File: config.mk
export PLATFORM = sky130hd
export DESIGN_NAME = mem_loader_dumper
export DESIGN_NICKNAME = d
export VERILOG_FILES = /design/src/rtl/common_types_pkg.sv /design/src/rtl/mem_loader_dumper.sv
export SDC_FILE = /design/constraint.sdc
export NUM_CORES = 1
export LEC_CHECK = 0
export ABC_CLOCK_PERIOD_IN_PS = 4050
export CAP_MARGIN = 20
export CORE_MARGIN = 5
export CORE_UTILIZATION = 47
export CTS_BUF_LIST = sky130_fd_sc_hd__clkbuf_8 sky130_fd_sc_hd__clkbuf_16
export CTS_CLUSTER_DIAMETER = 30
export DETAILED_ROUTE_END_ITERATION = 12
export PLACE_DENSITY_LB_ADDON = 0.2
export SYNTH_ARGS = -nofsm -noshare
export SYNTH_HDL_FRONTEND = slang
export SYNTH_SLANG_ARGS = --single-unit
File: constraint.sdc
create_clock -name clk -period 4.05 [get_ports clk]
set_clock_uncertainty 0.15 [all_clocks]
set_input_delay 0.81 -clock clk [delete_from_list [all_inputs] [get_ports clk]]
set_output_delay 0.81 -clock clk [all_outputs]
set_load 0.01 [all_outputs]
File: src/rtl/common_types_pkg.sv
// Shared types for the debug memory loader/dumper.
// Word type, sequencer states and word size in bytes.
package common_types_pkg;

    typedef logic [31:0] word_t;

    typedef enum logic [2:0] {
        LOAD_IDLE,
        LOAD_WR,
        RUN,
        DUMP_RD,
        DUMP_OUT,
        DONE
    } loader_state_t;

    localparam int unsigned WORD_BYTES = 4;

endpackage

File: src/rtl/mem_loader_dumper.sv
// Debug RAM sequencer: loads a program image, runs the CPU until halt,
// then streams a fixed memory window out on a valid/ready port.
module mem_loader_dumper
    import common_types_pkg::*;
#(
    parameter logic [31:0] LOAD_BASE  = 32'h0000_0000,
    parameter logic [31:0] DUMP_BASE  = 32'h0000_0000,
    parameter int unsigned DUMP_WORDS = 1024
) (
    input  logic        clk,
    input  logic        rst,
    input  logic        ld_valid,
    output logic        ld_ready,
    input  logic [31:0] ld_data,
    input  logic        ld_last,
    output logic        cpu_nrst,
    input  logic        halt,
    output logic        override_ctrl,
    output logic        iren,
    output logic        dren,
    output logic        dwen,
    output logic [31:0] iaddr,
    output logic [31:0] daddr,
    output logic [31:0] dstore,
    input  logic        dwait,
    input  logic [31:0] dload,
    output logic        dp_valid,
    input  logic        dp_ready,
    output logic [31:0] dp_addr,
    output logic [31:0] dp_data,
    output logic        dp_last,
    output logic        done
);

    localparam int unsigned   CW       = $clog2(DUMP_WORDS + 1);
    localparam logic [CW-1:0] LAST_CNT = CW'(DUMP_WORDS - 1);
    localparam word_t         STEP     = word_t'(WORD_BYTES);

    loader_state_t state_q, state_d;
    word_t         ptr_q, ptr_d;
    word_t         wdata_q, wdata_d;
    word_t         dout_q, dout_d;
    logic          last_q, last_d;
    logic [CW-1:0] cnt_q, cnt_d;
    logic          final_beat;

    assign final_beat = (cnt_q == LAST_CNT);

    always_ff @(posedge clk) begin
        if (rst) begin
            state_q <= LOAD_IDLE;
            ptr_q   <= LOAD_BASE;
            cnt_q   <= '0;
            wdata_q <= '0;
            last_q  <= 1'b0;
            dout_q  <= '0;
        end else begin
            state_q <= state_d;
            ptr_q   <= ptr_d;
            cnt_q   <= cnt_d;
            wdata_q <= wdata_d;
            last_q  <= last_d;
            dout_q  <= dout_d;
        end
    end

    always_comb begin
        state_d = state_q;
        ptr_d   = ptr_q;
        cnt_d   = cnt_q;
        wdata_d = wdata_q;
        last_d  = last_q;
        dout_d  = dout_q;
        unique case (state_q)
            LOAD_IDLE: begin
                if (ld_valid) begin
                    wdata_d = ld_data;
                    last_d  = ld_last;
                    state_d = LOAD_WR;
                end
            end
            LOAD_WR: begin
                if (!dwait) begin
                    ptr_d   = ptr_q + STEP;
                    state_d = last_q ? RUN : LOAD_IDLE;
                end
            end
            RUN: begin
                // One pointer serves both phases; it is rebased for the dump here.
                if (halt) begin
                    ptr_d   = DUMP_BASE;
                    cnt_d   = '0;
                    state_d = DUMP_RD;
                end
            end
            DUMP_RD: begin
                if (!dwait) begin
                    dout_d  = dload;
                    state_d = DUMP_OUT;
                end
            end
            DUMP_OUT: begin
                if (dp_ready) begin
                    if (final_beat) begin
                        state_d = DONE;
                    end else begin
                        ptr_d   = ptr_q + STEP;
                        cnt_d   = cnt_q + CW'(1);
                        state_d = DUMP_RD;
                    end
                end
            end
            DONE: begin
                state_d = DONE;
            end
            default: begin
                state_d = LOAD_IDLE;
            end
        endcase
    end

    assign ld_ready      = (state_q == LOAD_IDLE);
    assign override_ctrl = (state_q != RUN);
    assign cpu_nrst      = (state_q == RUN);
    assign iren          = 1'b0;
    assign iaddr         = '0;
    assign dwen          = (state_q == LOAD_WR);
    assign dren          = (state_q == DUMP_RD);
    assign daddr         = (dwen || dren) ? ptr_q : '0;
    assign dstore        = dwen ? wdata_q : '0;
    assign dp_valid      = (state_q == DUMP_OUT);
    assign dp_addr       = dp_valid ? ptr_q : '0;
    assign dp_data       = dout_q;
    assign dp_last       = dp_valid && final_beat;
    assign done          = (state_q == DONE);

endmodule
* Word level (Yosys, flattened, before mapping)
Cells that the tools add are included.
Operators by class: equal/unequal tests 13, multiplexer cells 20, reduce and logical (&&, ||, !) cells 10, $add $sub $neg 2, bitwise gates (word level) 1
Operators with widths (count):
- 2-to-1 mux 32 bit | 7
- one-hot mux 32 bit (3 select lines) | 1
- 2-to-1 mux 11 bit | 3
- adder 32 x 3 -> 32 bit, second input constant | 1
- one-hot mux 11 bit (2 select lines) | 1
- 2-to-1 mux 3 bit | 6
- one-hot mux 3 bit (6 select lines) | 1
- adder 11 x 1 -> 11 bit, second input constant | 1
- equality test 11 x 10 -> 1 bit, second input constant | 1
- AND reduction 5 bit | 2
- != test 2 bit, second input constant | 4
- equality test 3 x 2 -> 1 bit, second input constant | 2
- equality test 3 bit, second input constant | 2
- != test 2 x 1 -> 1 bit, second input constant | 2
- AND reduction 2 bit | 2
- AND reduction 4 bit | 1
- equality test 3 x 1 -> 1 bit, second input constant | 1
- zero test 3 bit | 1
- != test 3 x 2 -> 1 bit, second input constant | 1
- nonzero test 3 bit | 1
- 2-to-1 mux 2 bit | 1
- nonzero test 2 bit | 1
- logical AND 1 bit | 1
- logical OR 1 bit | 1
- NOT 1 bit | 1
Storage, ports and cells: bits of input ports 71, output and inout bits 169, bits in registers 111, word-level logic and storage cells 52

* Logic depth before layout (Yosys ltp)
Gate-level depths: netlist of the first run.
depth after elaboration 4, mapped depth 8, depth with buffers taken out 6

* Least setup slack after synthesis of the first run
No wires, ideal clock.
path kind input port to flip-flop, start input dwait, end register ptr_q[24], buffers on the path 0, required time 3830 ps, setup time 70 ps, setup slack 1467 ps, cell stages on the path 5, arrival 2363 ps, cells stage by stage or3b_2 -> a21oi_1 -> a21boi_1 -> or3b_2 -> a21oi_1
Between the ends: word-level cells in the longest chain between the ends 2
RTL lines:
- start: declaration | RTL line mem_loader_dumper.sv:25 | input logic dwait,
- != test 2 bit (no source line)
- AND reduction 5 bit (no source line)
- end signal: assignment | RTL line mem_loader_dumper.sv:59 | ptr_q <= ptr_d;
- end: declaration | RTL line mem_loader_dumper.sv:40 | word_t ptr_q, ptr_d;
Every way passes these cells. A chain may end at the register's enable or synchronous reset.

* Worst setup path after layout of the first run
start register state_q[2], end output dp_addr[14]
Between the ends: word-level cells in the longest chain between the ends 2
RTL lines:
- start: declaration | RTL line mem_loader_dumper.sv:39 | loader_state_t state_q, state_d;
- start signal: assignment | RTL line mem_loader_dumper.sv:58 | state_q <= state_d;
- equality test 3 bit | RTL line mem_loader_dumper.sv:131 | assign dp_valid = (state_q == DUMP_OUT);
- 2-to-1 mux 32 bit | RTL line mem_loader_dumper.sv:132 | assign dp_addr = dp_valid ? ptr_q : '0;
- end: declaration | RTL line mem_loader_dumper.sv:29 | output logic [31:0] dp_addr,
Every way passes these cells.

==> impl_metrics.env, run 1 <==
export IMPL_setup_violations_final=0
export IMPL_syn_avg_cell_area_um2=7.59
export IMPL_core_um2=11900
export IMPL_pre_cts_slack_ps=571
export IMPL_dr_pass1_iters=5
export IMPL_drive_above_1_share_pct=5.20
export IMPL_swShare_pct=24.7
export IMPL_finalWeightedCongestion=0.809
export IMPL_rsz0062_at_grt="false"
export IMPL_combPwrFrac_pct=12.2
export IMPL_drc=0
export IMPL_syn_cell_area_um2=5670
export IMPL_crit_type="register to output port"
export IMPL_port_buffers=202
export IMPL_max_slew_margin_pct=32.3
export IMPL_cts_tree="built"
export IMPL_yosysUniqueCellTypes=51
export IMPL_finalMaxSlewViolations=0
export IMPL_p_leak_uw=0.00286
export IMPL_fill_cells=1009
export IMPL_end_kind="output port"
export IMPL_std_cell_rows=40
export IMPL_root_buffer="clkbuf_16"
export IMPL_grt_max_degree=73
export IMPL_io_pins=240
export IMPL_yosys_warnings=0
export IMPL_ys_seq_area_share_pct=38.5
export IMPL_worstPathRequired_ps=3090
export IMPL_synth_edf_count=0
export IMPL_htreeDepth=3
export IMPL_power_internal_uw=1730
export IMPL_dr_total_vias=5714
export IMPL_initial_utilization_pct=47.6
export IMPL_final_common_cell="clkdlybuf4s50_1"
export IMPL_final_cells=1070
export IMPL_p_clk_share_pct=39.3
export IMPL_holdCritPathClass="register to register"
export IMPL_synthCells=747
export IMPL_grt_pass1_vias=5331
export IMPL_antenna_left=0
export IMPL_fin_util_pct=66.6
export IMPL_cts_sinks=109
export IMPL_insertion_delay_ps=340
export IMPL_p_seq_share_pct=48.5
export IMPL_path_clk_slew_ps=70
export IMPL_die_area_um2=14400
export IMPL_grt_remaining_overflow=0
export IMPL_area_growth_pct=39.9
export IMPL_timing_final_ws_setup_ps=190
export IMPL_wire_per_inst_um=15.1
export IMPL_antenna_found_initial=0
export IMPL_die_w_um=120
export IMPL_die_h_um=120
export IMPL_outcome="completed"
export IMPL_fin_crit_ps=3860
export IMPL_wirelength_um=16200
export IMPL_cts_resized=0
export IMPL_clk_path_buf_depth=2
export IMPL_synth_seq_cells=109
export IMPL_yosys_most_used_dff="dfxtp_1"
export IMPL_r2r_start="state_q[2]"
export IMPL_fin_nets=991
export IMPL_postCtsSetupBuffers=0
export IMPL_dp_cells=1052
export IMPL_max_slew_worst_pin_slew_ps=1010
export IMPL_hp_start="wdata_q[16]"
export IMPL_start_kind="register"
export IMPL_layout_common_cells="201 x clkdlybuf4s50_1, 152 x nand2_1, 109 x dfxtp_1, 98 x a21oi_1, 93 x and2_1"
export IMPL_power_per_cell_area_nw_per_um2=290
export IMPL_drt_iter0_drc=356
export IMPL_grtUsageTotal_pct=21.5
export IMPL_switching_power_uw=569
export IMPL_async_flop_share_pct=0
export IMPL_tns_ps=0
export IMPL_num_antenna_cells=0
export IMPL_cts_buffers=9
export IMPL_fmax_ghz=0.259
export IMPL_crit_arrival_ps=2900
export IMPL_postCtsHoldBufs=0
export IMPL_min_period_over_period_pct=95.3
export IMPL_crit_start="state_q[2]"
export IMPL_grt_pass1_wl_um=26000
export IMPL_dp_hpwl_um=11700
export IMPL_cap_violations=0
export IMPL_via_per_inst=5.34
export IMPL_vdd_drop_max_uv=266
export IMPL_crit_fanout=18
export IMPL_regToRegSetupSlack_ps=1020
export IMPL_hold_viol_final=0
## cell families after synthesis
family                     count (synthesis)  synth area share [%]
buffers and inverters                     98                  9.47
adders and majority gates                  2                 0.442
muxes                                      2                 0.353
and+or+nand+nor                          372                  33.7
other                                      1                0.0662
DFF                                      109                  38.5
AOI/OAI and AO/OA                        163                  17.5
## sequential cells by signal, indices dropped and copies added, names as in the netlist
name / flops
dp_data: 32
cnt_q: 11
last_q: 1
wdata_q: 32
state_q: 3
ptr_q: 30
## synth_stat cells, types with 4 or more instances
| cell | count | area [um^2] |
|---|---|---|
| dfxtp_1 | 109 | 2180 |
| and2_1 | 93 | 582 |
| buf_4 | 37 | 278 |
| buf_2 | 5 | 25.0 |
| o211ai_1 | 6 | 45.0 |
| nand3b_1 | 10 | 75.1 |
| a31oi_1 | 5 | 31.3 |
| or3_1 | 5 | 31.3 |
| a311oi_2 | 7 | 105 |
| or3b_2 | 4 | 35.0 |
| a41oi_1 | 5 | 43.8 |
| nand4_1 | 9 | 56.3 |
| inv_1 | 9 | 33.8 |
| nand4b_1 | 5 | 43.8 |
| o21ai_0 | 23 | 115 |
| clkbuf_1 | 43 | 161 |
| and3_1 | 10 | 62.6 |
| a21oi_1 | 98 | 490 |
| nor3_1 | 16 | 80.1 |
| nand3_1 | 23 | 115 |
| nand2_1 | 152 | 571 |
| nor2_1 | 24 | 90.1 |
| nand2b_1 | 5 | 31.3 |
## power by group through the flow
stage	Combinational [uW]	Sequential [uW]	Clock, uW
after floorplan	172	1130	0
after global placement	263	1140	0
after detailed placement	269	1140	0
after CTS	271	1120	922
after global routing	309	1120	966
final	281	1120	903
## metrics by stage
| step | hold slack, ps | total power [uW] | area (um^2) |
|---|---|---|---|
| 2_1_floorplan | 282 | 1310 | 5800 |
| 3_3_place_gp | 287 | 1400 | 7580 |
| 3_5_place_dp | 292 | 1410 | 7580 |
| 4_1_cts | 302 | 2310 | 7890 |
| 5_1_grt | 316 | 2400 | 7930 |
| 6_report | 301 | 2300 | 7930 |
## area by class of cell
class | count | area [um^2] | area share, %
Clock buffer | 10 | 239 | 3.01
Clock inverter | 6 | 68.8 | 0.868
Inverter | 9 | 33.8 | 0.426
Multi-Input combinational cell | 576 | 3090 | 39.0
Sequential cell | 109 | 2180 | 27.5
Tap cell | 147 | 184 | 2.32
Timing Repair Buffer | 213 | 2130 | 26.9
## final timing paths
| kind | end | cells past startpoint |
|---|---|---|
| setup / recovery | dp_addr[14] | 5 |
| hold / removal | wdata_q[16] | 2 |
| setup reg to reg | cnt_q[5] | 6 |
| hold reg to reg | wdata_q[16] | 2 |
## worst max-delay path, cell delays in order (launching register included)
cell	delay [ps]
dfxtp_1	650
or3b_1	580
inv_1	350
buf_4	280
and2_1	150
clkdlybuf4s50_1	530
## per-layer routing
layer	up-vias	track usage (%)	part of all wire, %
met3	16	6.13	9.4
met1	2658	27.1	42
met4	0	5.87	1.2
met5	-	0	0
met2	236	36.0	48
li1	2804	-	-
Note: power is estimated with default switching activity, not from simulation.
==> run 2: changes to the inputs <==
- CORE_UTILIZATION: 47 -> 40
==> impl_metrics.env, run 2 (synthesis results as in run 1) <==
export IMPL_crit_type="register to output port"
export IMPL_final_cells=1106
export IMPL_max_slew_worst_pin_slew_ps=927
export IMPL_std_cell_rows=43
export IMPL_io_pins=240
export IMPL_die_h_um=129
export IMPL_cts_sinks=109
export IMPL_power_per_cell_area_nw_per_um2=284
export IMPL_wirelength_um=15900
export IMPL_antenna_found_initial=0
export IMPL_drc=0
export IMPL_cts_resized=0
export IMPL_cap_violations=0
export IMPL_grt_pass1_wl_um=24800
export IMPL_regToRegSetupSlack_ps=1240
export IMPL_fmax_ghz=0.267
export IMPL_dp_hpwl_um=11200
export IMPL_max_slew_margin_pct=37.9
export IMPL_p_leak_uw=0.00286
export IMPL_cts_tree="built"
export IMPL_vdd_drop_max_uv=249
export IMPL_crit_fanout=17
export IMPL_dp_cells=1089
export IMPL_hold_viol_final=0
export IMPL_setup_violations_final=0
export IMPL_hold_path_depth=2
export IMPL_drive_above_1_share_pct=5.62
export IMPL_postCtsSetupBuffers=0
export IMPL_fin_nets=994
export IMPL_finalMaxSlewViolations=0
export IMPL_drt_iter0_drc=351
export IMPL_fill_cells=1333
export IMPL_hold_ws_ps=299
export IMPL_area_growth_pct=40.7
export IMPL_tns_ps=0
export IMPL_antenna_left=0
export IMPL_insertion_delay_ps=350
export IMPL_layout_common_cells="201 x clkdlybuf4s50_1, 152 x nand2_1, 109 x dfxtp_1, 98 x a21oi_1, 93 x and2_1"
export IMPL_pre_cts_slack_ps=658
export IMPL_start_kind="register"
export IMPL_fin_crit_ps=3740
export IMPL_via_per_inst=4.97
export IMPL_fin_util_pct=57.4
export IMPL_r2r_cells=5
export IMPL_worstPathRequired_ps=3090
export IMPL_grt_max_degree=74
export IMPL_cts_buffers=9
export IMPL_clk_path_buf_depth=2
export IMPL_grt_pass1_vias=4895
export IMPL_wire_per_inst_um=14.4
export IMPL_finalWeightedCongestion=0.805
export IMPL_dr_pass1_iters=4
export IMPL_dr_total_vias=5499
export IMPL_postCtsHoldBufs=0
export IMPL_end_kind="output port"
export IMPL_root_buffer="clkbuf_16"
export IMPL_port_buffers=202
export IMPL_outcome="completed"
export IMPL_final_common_cell="clkdlybuf4s50_1"
export IMPL_num_antenna_cells=0
export IMPL_timing_final_ws_setup_ps=311
export IMPL_initial_utilization_pct=40.8
export IMPL_grtUsageTotal_pct=18.3
export IMPL_core_um2=13900
export IMPL_rsz0062_at_grt="false"
export IMPL_grt_remaining_overflow=0
export IMPL_htreeDepth=3
export IMPL_path_clk_slew_ps=70
export IMPL_crit_arrival_ps=2780
export IMPL_die_area_um2=16600
export IMPL_min_period_over_period_pct=92.3
export IMPL_die_w_um=129
export IMPL_holdCritPathClass="register to register"
-- run 2: critical path, cell delays in order (launching register included) --
cell and delay (ps):
dfxtp_1 640, or3b_1 570, or4_4 600, inv_1 80
clkdlybuf4s50_1 540
-- run 2: per-stage QoR --
stage          total power [uW]  instance area [um^2]
3_3_place_gp               1410                  7650
5_1_grt                    2370                  7970
3_5_place_dp               1410                  7650
4_1_cts                    2300                  7950
6_report                   2260                  7970
2_1_floorplan              1310                  5800
-- run 2: area by class of cell --
cell class | instances | area (um^2) | area share [%]
clock buffers | 11 | 253 | 3.17
well taps | 180 | 225 | 2.82
multi-input cells | 576 | 3090 | 38.8
flip-flops and latches | 109 | 2180 | 27.4
inverters | 9 | 33.8 | 0.424
clock inverters | 5 | 41.3 | 0.518
repair buffers | 216 | 2140 | 26.9
-- run 2: metal layers --
| metal | vias to the layer above | part of all wire [%] | wire length [um] | track usage (%) |
|---|---|---|---|---|
| met5 | - | 0 | 0 | 0 |
| met4 | 0 | 0.59 | 94 | 4.14 |
| met3 | 5 | 11 | 1820 | 8.78 |
| met2 | 182 | 47 | 7420 | 29.5 |
| met1 | 2503 | 41 | 6540 | 22.3 |
| li1 | 2809 | - | - | - |
-- run 2: final timing paths --
path / from / endpoint
setup / recovery: state_q[2] / dp_last
hold / removal: wdata_q[4] / wdata_q[4]
setup reg to reg: state_q[2] / ptr_q[24]
hold reg to reg: wdata_q[4] / wdata_q[4]
-- run 2: report_power, final --
part | internal [uW] | switching [uW]
Sequential | 1100 | 16.3
Clock | 457 | 413
Combinational | 130 | 148
Total | 1690 | 577
